--- src/rtl/mem_seq_pkg.sv ---
// mem_seq_pkg: shared types and default sizes for the memory
// access sequencer.
package mem_seq_pkg;

  localparam int ADDR_W_D = 32;
  localparam int DATA_W_D = 32;
  localparam int LAT_D    = 5;
  localparam int CNT_W_D  = 4;

  typedef enum logic [1:0] {
    IDLE,
    ISSUE,
    WAIT,
    RESP
  } state_t;

endpackage

--- src/rtl/mem_access_seq_lat_counter.sv ---
// lat_counter: access latency counter, starts at 1 on load,
// holds on stop, flags done when the count reaches LAT.
import mem_seq_pkg::*;

module lat_counter #(
  parameter int LAT   = LAT_D,
  parameter int CNT_W = CNT_W_D
) (
  input  logic             clk,
  input  logic             rst,
  input  logic             load,
  input  logic             stop,
  output logic [CNT_W-1:0] count,
  output logic             done
);

  logic [CNT_W-1:0] r_cnt;

  always_ff @(posedge clk or negedge rst) begin
    if (!rst) begin
      r_cnt <= CNT_W'(1);
    end else if (load) begin
      r_cnt <= CNT_W'(1);
    end else if (!stop) begin
      r_cnt <= r_cnt + 1'b1;
    end
  end

  assign count = r_cnt;
  assign done  = (r_cnt == CNT_W'(LAT));

endmodule

--- src/rtl/mem_access_seq.sv ---
// mem_access_seq: one-at-a-time memory request sequencer.
// MEMSEQ_WRITE_FAST_EN: writes skip WAIT and respond from ISSUE.
import mem_seq_pkg::*;

module mem_access_seq #(
  parameter int ADDR_W = ADDR_W_D,
  parameter int DATA_W = DATA_W_D,
  parameter int LAT    = LAT_D,
  parameter int CNT_W  = CNT_W_D
) (
  input  logic              clk,
  input  logic              rst,
  input  logic              req_valid,
  output logic              req_ready,
  input  logic              req_write,
  input  logic [ADDR_W-1:0] req_addr,
  input  logic [DATA_W-1:0] req_wdata,
  output logic              mem_cs,
  output logic              mem_we,
  output logic [ADDR_W-1:0] mem_addr,
  output logic [DATA_W-1:0] mem_wdata,
  input  logic [DATA_W-1:0] mem_rdata,
  input  logic              mem_stall,
  output logic              rsp_valid,
  input  logic              rsp_ready,
  output logic              rsp_write,
  output logic [DATA_W-1:0] rsp_rdata
);

  if (LAT < 1 || LAT > (2**CNT_W) - 1) begin : g_lat_chk
    $error("mem_access_seq: LAT does not fit CNT_W");
  end

  state_t            r_state;
  state_t            w_next;
  logic [ADDR_W-1:0] r_addr;
  logic [DATA_W-1:0] r_wdata;
  logic              r_write;
  logic [DATA_W-1:0] r_rdata;
  logic              r_rsp_write;
  logic [CNT_W-1:0]  w_cnt;
  logic              w_done;
  logic              w_load;
  logic              w_stop;
  logic              w_hs;
  logic              w_rsp_ld;
  logic [DATA_W-1:0] w_rsp_data;

  assign req_ready = (r_state == IDLE);
  assign w_hs      = req_valid & req_ready;

  always_ff @(posedge clk or negedge rst) begin
    if (!rst) begin
      r_state <= IDLE;
    end else begin
      r_state <= w_next;
    end
  end

  always_comb begin
    w_next     = r_state;
    w_load     = 1'b0;
    w_rsp_ld   = 1'b0;
    w_rsp_data = r_write ? '0 : mem_rdata;
    unique case (r_state)
      IDLE: begin
        if (req_valid) w_next = ISSUE;
      end
      ISSUE: begin
        if (!mem_stall) begin
`ifdef MEMSEQ_WRITE_FAST_EN
          if (r_write) begin
            w_next   = RESP;
            w_rsp_ld = 1'b1;
          end else begin
            w_next = WAIT;
            w_load = 1'b1;
          end
`else
          w_next = WAIT;
          w_load = 1'b1;
`endif
        end
      end
      WAIT: begin
        // a stall outranks the final-count exit
        if (!mem_stall && w_done) begin
          w_next   = RESP;
          w_rsp_ld = 1'b1;
        end
      end
      RESP: begin
        if (rsp_ready) w_next = IDLE;
      end
      default: w_next = IDLE;
    endcase
  end

  assign w_stop = (r_state != WAIT) | mem_stall | w_done;

  lat_counter #(
    .LAT   (LAT),
    .CNT_W (CNT_W)
  ) u_lat (
    .clk   (clk),
    .rst   (rst),
    .load  (w_load),
    .stop  (w_stop),
    .count (w_cnt),
    .done  (w_done)
  );

  always_comb begin
    if (rst) assert (w_cnt != '0);
  end

  always_ff @(posedge clk or negedge rst) begin
    if (!rst) begin
      r_addr      <= '0;
      r_wdata     <= '0;
      r_write     <= 1'b0;
      r_rdata     <= '0;
      r_rsp_write <= 1'b0;
    end else begin
      if (w_hs) begin
        r_addr  <= req_addr;
        r_wdata <= req_wdata;
        r_write <= req_write;
      end
      if (w_rsp_ld) begin
        r_rdata     <= w_rsp_data;
        r_rsp_write <= r_write;
      end
    end
  end

  assign mem_cs    = (r_state == ISSUE);
  assign mem_we    = mem_cs & r_write;
  assign mem_addr  = mem_cs ? r_addr : '0;
  assign mem_wdata = mem_cs ? r_wdata : '0;
  assign rsp_valid = (r_state == RESP);
  assign rsp_write = r_rsp_write;
  assign rsp_rdata = r_rdata;

endmodule

--- config.mk ---
export PLATFORM = sky130hd
export DESIGN_NAME = mem_access_seq
export DESIGN_NICKNAME = d
export VERILOG_FILES = /design/src/rtl/mem_seq_pkg.sv /design/src/rtl/mem_access_seq_lat_counter.sv /design/src/rtl/mem_access_seq.sv
export SDC_FILE = /design/constraint.sdc
export NUM_CORES = 1
export LEC_CHECK = 0
export ABC_AREA = 0
export BUFFER_PORTS_ARGS = -buffer_cell sky130_fd_sc_hd__buf_2
export CORE_MARGIN = 2
export CORE_UTILIZATION = 44
export CTS_CLUSTER_DIAMETER = 40
export DETAILED_ROUTE_END_ITERATION = 7
export HOLD_SLACK_MARGIN = 0.1
export PLACE_DENSITY = 0.75
export SLEW_MARGIN = 5
export SYNTH_ARGS = -nofsm -noshare
export SYNTH_HDL_FRONTEND = slang
export SYNTH_SLANG_ARGS = --single-unit
--- constraint.sdc ---
create_clock -name clk -period 1.6 [get_ports clk]
set_input_delay 0.16 -clock clk [delete_from_list [all_inputs] [get_ports clk]]
set_output_delay 0.16 -clock clk [all_outputs]
set_load 0.005 [all_outputs]
==> results of run 1 <==
==> logic make-up (layout without fill, tap and decap cells) <==
logic type | Yosys count | after routing
fa+ha+maj | 7 | 7
compound gates | 8 | 8
flops | 104 | 104
buf+inv | 25 | 318
mux | 99 | 99
simple gates | 115 | 116
==> worst max-delay path, stage by stage (launching register included) <==
cell and delay (ps):
dfrtp_1 410, buf_6 140, ha_4 180, buf_12 160, and2_1 170, buf_2 120
==> metrics by stage <==
stage | hold slack [ps] | setup WS (ps) | power, mW
finish | 137 | -132 | 12.4
global route | 117 | -203 | 13.2
CTS | 114 | -137 | 12.0
detailed placement | 148 | -193 | 9.56
global placement | 146 | -107 | 9.30
floorplan | -136 | -106 | 7.52
==> worst max path at each step <==
stage                   start            end  depth (start not counted)
3_5_place_dp       r_state[0]     r_state[1]                          5
4_1_cts        u_lat.count[0]      rsp_write                          5
5_1_grt            r_state[0]    mem_addr[0]                          5
6_report           r_state[0]    mem_addr[0]                          5
2_1_floorplan  u_lat.count[0]  rsp_rdata[10]                          6
3_3_place_gp       r_state[0]      rsp_write                          6
==> per-layer routing <==
layer	global-route usage (%)	up-vias
met3	7.17	23
li1	-	1780
met2	37.7	146
met4	8.50	0
met1	24.6	1881
met5	0	-
==> final cells by class <==
type / instances / area share (%)
tap: 140 / 2.34
timing repair buffer: 299 / 29.7
clock inverter: 5 / 0.785
clock buffer: 10 / 1.70
multi-input combinational: 230 / 30.5
inverter: 4 / 0.200
sequential: 104 / 34.7
==> synth_stat cells, types with 2 or more instances <==
| library cell | instances |
|---|---|
| nand2_1 | 2 |
| mux2_4 | 30 |
| nand3_1 | 2 |
| nor2b_1 | 33 |
| buf_12 | 3 |
| ha_1 | 7 |
| and2_1 | 66 |
| or3_1 | 2 |
| o21ai_0 | 3 |
| inv_1 | 4 |
| clkbuf_1 | 10 |
| buf_2 | 7 |
| mux2_2 | 69 |
| dfrtp_1 | 103 |
==> flip-flops by register name (all words and copies together) (netlist names) <==
| name | flops |
|---|---|
| r_addr | 32 |
| r_state | 2 |
| r_wdata | 32 |
| r_write | 1 |
| rsp_rdata | 32 |
| rsp_write | 1 |
| u_lat.count | 4 |
==> report_power, final <==
group / total [mW] / leakage (nW) / internal [mW] / switching, mW
logic: 6.09 / 2.39 / 3.75 / 2.34
registers: 4.67 / 1.30 / 3.96 / 0.715
clock network: 1.62 / 0.0883 / 0.716 / 0.908
==> timing repair <==
action	in CTS	in global routing
pin swaps	2	2
gates resized for setup	38	23
hold buffers	66	0
hold endpoints to repair	95	0
gates cloned	3	6
buffers inserted	4	1
endpoints found under the setup margin	168	169
==> metrics.md, run 1 <==
| Metric | Value |
|---|---|
| Share of the synthesized area in the top cell type | `52.8%` |
| Netlist cell types | `31` |
| CP Class | `flip-flop to primary output` |
| Non-filler cells, final | `792` |
| Via/cell ratio | `just under 5` |
| Number of global-route vias before repair | `~4000` |
| Ys async rst share | `100%` |
| Vias | `approximately 3800` |
| Max Used Layer | `met4` |
| Cell count of the worst hold path | `3` |
| Synth Warn # | `0` |
| Tcrit/Tclk final | `108%` |
| Mapped Nets | `467` |
| PortBufs | `just over 200` |
| Syn-to-layout area delta | `53.5%` |
| Fill count | `between 700 and 800` |
| Violated checks | `negative setup slack` |
| XOR/XNOR Fraction of Synth Area | `0%` |
| Placeable Area | `0.0108 sq mm` |
| Dominant synthesized flop cell | `dfrtp_1` |
| Inserted Clock Buffers | `9` |
| Fin Setup TNS | `-13330 ps` |
| Register area share after synthesis | `approximately 53%` |
| Mapped cell area | `0.00488 sq mm` |
| Grt ovf | `0` |
| Clock Tree Root | `clkbuf_8` |
| Final WL | `~13000 um` |
| Main combinational cell family by area after synthesis | `multiplexers` |
| Chip width | `approximately 110 um` |
| Crit start category | `flip-flop` |
| Placed Cells incl. Taps | `698` |
| Post-Synth Adder-Cell Area | `1.79%` |
| Mux contribution to synthesized area | `around a quarter` |
| Clk slew on worst S/H paths | `about 100 ps` |
| Commonest non-fill, non-tap cell in the layout | `buf_2` |
| Share of cells above drive strength 1 | `between 50% and 60%` |
| Full die area | `between 0.01 and 0.015 sq mm` |
| Sequential cell area | `between 0.002 and 0.003 sq mm` |
| Initial core utilization | `45.0%` |
| Total inserted antenna cells | `0` |
| Mapped Cells | `between 300 and 400` |
| Commonest non-fill, non-tap cells in the layout | `buf_2, dfrtp_1, dlygate4sd3_1, mux2_2, and2_1` |
| Pleak | `between 3 and 4 nW` |
| Clk_skew | `11.1 ps` |
| Initial antenna violation count | `0` |
| Placed Area | `~0.0061 sq mm` |
| Worst reg2reg path endpoint | `rsp_rdata[19]` |
| R2r worst-path depth | `5` |
| First-pass GRT wire length | `between 15000 and 20000 um` |
| Final Max Tran Viols | `0` |
| Yosys reg bits | `~100` |
| RSZ-0062 raised after global routing | `true` |
| Nets@finish | `757` |
| Design area | `about 0.0075 sq mm` |
| Antenna Nets Post-Route | `0` |
| Post-Syn Area per Cell | `13.6 sq um` |
| H-tree level count | `3` |
| WP data required | `around 1400 ps` |
| Worst-margin pin slew | `approximately 480 ps` |
| TritonCTS clock tree | `built` |
| Total Routing Usage GR | `21.7%` |
| Max clock buf depth | `2` |
| Post-synthesis simple-gate area fraction | `between 15 and 20%` |
| Pre-Repair DR Iteration Count | `4` |
| Setup ws final | `-132 ps` |
| Max IR drop VDD | `slightly above 0.9 mV` |
| Rows | `38` |
| Synth Area in Compound Gates | `approximately 1.3%` |
| Worst Hold Endpoint | `rsp_rdata[29]` |
| Slew HR | `about two thirds` |
| Metal3 WL | `949 um` |
| DP HPWL | `a little over 8000 um` |
| Multi-input gate area | `roughly 0.0023 sq mm` |
| Drt wl/cell | `about 17 um` |
| TritonCTS Sinks | `104` |
| Setup crit end kind | `primary output` |
| Main area contributors after synthesis | `dfrtp_1, mux2_2, mux2_4` |
| Post-synth EDFFs | `0` |
| Beginning of the worst register-to-register path | `u_lat.count[0]` |
| Fmax | `around 580 MHz` |
| Outcome | `finished with violations` |
| Largest net degree at the start of global routing | `40` |
| Yosys top cell by area | `dfrtp_1` |
| Routed wl met2 | `~6800 um` |
| Final hold vios | `0` |
| RD Place Congestion | `0.772` |
| Hold_sp | `mem_rdata[29]` |
| R2R setup slack | `-130 ps` |
| Fin util | `69.1%` |
| Crit-path max FO | `39` |
| # setup viols final | `154` |
| Pwr Density | `about 1700 mW/mm^2` |
| Clk Latency, worst-skew pair | `about 380 ps` |
| Period minus WS final | `between 1500 and 2000 ps` |
| DRC Markers | `0` |
| Arrival time worst endpoint | `between 1500 and 2000 ps` |
| Num ports | `about 200` |
| Met1 wire length | `roughly 5400 um` |
| DRT iter0 DRCs | `about 190` |
| Die Height | `approximately 110 um` |
| Hold Path Class | `input pin to flip-flop` |
| Max cap viols | `0` |
Note: power is estimated with default switching activity, not from simulation.
==> inputs of run 2 (changes only) <==
BUFFER_PORTS_ARGS = unset   (was -buffer_cell sky130_fd_sc_hd__buf_2)
CORE_UTILIZATION = 57   (was 44)
DONT_BUFFER_PORTS = 1   (was unset)
PLACE_DENSITY = 0.73   (was 0.75)
==> run 2 against run 1 <==
Effect of this change:
- the run ends with negative hold slack, negative setup slack left
- worst setup slack worse by 38 ps
- cell count down 24%
- largest cell class unchanged
- sequential share of layout area up 2.0 points
- global-route usage up 5.7 points
- fmax down 2.1%
- critical endpoint is now rsp_rdata[5]
==> metrics.md, run 2 (synthesis results as in run 1) <==
| Metric | Value |
|---|---|
| Fmax | `565 MHz` |
| Final Max Tran Viols | `0` |
| WP data required | `~1800 ps` |
| Nets@finish | `602` |
| Antenna Nets Post-Route | `0` |
| Clock Tree Root | `clkbuf_8` |
| Initial antenna violation count | `1` |
| Commonest non-fill, non-tap cell in the layout | `dfrtp_1` |
| Net Switching | `between 4 and 5 mW` |
| CP Class | `flip-flop to flip-flop` |
| Final hold vios | `approximately 100` |
| Max clock buf depth | `2` |
| TritonCTS clock tree | `built` |
| RD Place Congestion | `0.731` |
| Total Routing Usage GR | `between 20% and 30%` |
| Vias | `3300` |
| Clk slew on worst S/H paths | `100 ps` |
| Share of cells above drive strength 1 | `approximately half` |
| PortBufs | `0` |
| Via/cell ratio | `approximately 5.5` |
| Clk_skew | `between 9 and 10 ps` |
| Violated checks | `negative hold slack, negative setup slack` |
| # setup viols final | `approximately 150` |
| Clock network power share | `a little under an eighth` |
| Switching share of power | `32.6%` |
| Arrival time worst endpoint | `around 2000 ps` |
| Fin util | `between 80% and 90%` |
| Inserted Clock Buffers | `9` |
| Sequential cell area | `0.00261 sq mm` |
| Syn-to-layout area delta | `45.1%` |
| Placeable Area | `0.00826 sq mm` |
| Hold-fix buffers, CTS | `94` |
| Largest net degree at the start of global routing | `roughly 110` |
| Period minus WS final | `between 1500 and 2000 ps` |
| Comb power frac | `49.0%` |
| Crit-path max FO | `8` |
| Setup crit end kind | `flip-flop` |
| Setup ws final | `-170 ps` |
| Initial core utilization | `59.1%` |
| Worst-margin pin slew | `between 200 and 300 ps` |
| Die Height | `just under 100 um` |
| Rows | `33` |
| TritonCTS Sinks | `between 100 and 150` |
| DP HPWL | `6850 um` |
| Place WS | `-181 ps` |
| First-pass GRT wire length | `19100 um` |
| Max cap viols | `0` |
| Multi-input gate area | `about 0.0024 sq mm` |
| Pleak | `between 3 and 4 nW` |
| Hold Path Class | `input pin to async pin` |
| Worst reg2reg path endpoint | `rsp_rdata[5]` |
| Sequential fraction of design power | `between 30% and 40%` |
| Outcome | `finished with violations` |
| R2r worst-path depth | `6` |
| Hold WS | `-512 ps` |
| Crit start category | `flip-flop` |
| Number of global-route vias before repair | `about 3600` |
| Pint | `8.50 mW` |
| Max IR drop VDD | `1.11 mV` |
| Full die area | `around 0.0093 sq mm` |
| Num ports | `203` |
| DRT iter0 DRCs | `97` |
| Clk Latency, worst-skew pair | `between 300 and 400 ps` |
| DRC Markers | `0` |
| Pre-Repair DR Iteration Count | `4` |
| Pwr Density | `1780 mW/mm^2` |
| Beginning of the worst register-to-register path | `u_lat.count[0]` |
| RSZ-0062 raised after global routing | `true` |
| Chip width | `just under 100 um` |
| Final WL | `~14000 um` |
| R2R setup slack | `-170 ps` |
| Drt wl/cell | `around 23 um` |
| Slew HR | `between 70% and 80%` |
| Commonest non-fill, non-tap cells in the layout | `dfrtp_1, dlygate4sd3_1, and2_4, mux2_2, mux2_4` |
| Grt ovf | `0` |
| Fill count | `between 300 and 400` |
| H-tree level count | `3` |
| Tcrit/Tclk final | `111%` |
-- run 2: power groups by stage --
stage          sequential (mW)  clock, mW  combinational (mW)
5_1_grt                   5.07       1.64                6.55
6_report                  4.93       1.50                6.18
2_1_floorplan             4.54          0                2.99
3_3_place_gp              4.73          0                3.58
3_5_place_dp              4.79          0                3.70
4_1_cts                   4.81       1.52                5.61
-- run 2: metal layers --
| layer | GRT usage (%) | vias up | share of wire (%) | wire length [um] |
|---|---|---|---|---|
| li1 | - | 1460 | - | - |
| met5 | 0 | - | 0 | 0 |
| met3 | 7.53 | 18 | 6.2 | 863 |
| met4 | 8.69 | 0 | 1.7 | 232 |
| met1 | 30.9 | 1684 | 38 | 5270 |
| met2 | 50.0 | 138 | 54 | 7480 |
-- run 2: area by class of cell --
| cell class | instances | share of cell area (%) |
|---|---|---|
| clock inverters | 4 | 0.442 |
| diodes | 1 | 0.0353 |
| multi-input cells | 229 | 33.8 |
| repair buffers | 145 | 24.9 |
| clock buffers | 10 | 1.94 |
| well taps | 105 | 1.86 |
| inverters | 4 | 0.247 |
| flip-flops and latches | 104 | 36.8 |
-- run 2: timing repair --
item / in CTS / in global routing
endpoints found under the hold margin: 198 / 104
resized for setup: 95 / 21
cloned: 9 / 8
endpoints found under the setup margin: 167 / 153
setup buffers: 9 / 8
pin swaps: 29 / 13
-- run 2: how the worst max path moves through the flow --
stage	start	endpoint	slack, ps	cells after the start
floorplan	u_lat.count[0]	rsp_rdata[10]	-110	6
global placement	u_lat.count[0]	rsp_rdata[17]	-100	5
detailed placement	r_state[0]	u_lat.count[3]	-180	6
CTS	u_lat.count[0]	rsp_rdata[13]	-130	5
global route	r_state[1]	mem_addr[31]	-180	6
finish	u_lat.count[0]	rsp_rdata[5]	-170	6
-- run 2: stage by stage --
stage	power [mW]	instance area [sq um]	hold WS (ps)	instances	TNS [ps]
global placement	8.30	5070	-133	462	-4960
detailed placement	8.49	5070	-133	462	-8580
finish	12.6	7080	-512	602	-9990
CTS	11.9	6810	-529	588	-7750
global route	13.3	7080	-542	602	-16200
floorplan	7.52	4910	-136	358	-3290
-- run 2: critical path, stage by stage, from the launching register on --
cell	delay, ps
dfstp_2	560
ha_4	130
and3b_4	190
nor2b_4	170
buf_12	140
clkbuf_16	170
mux2_4	300
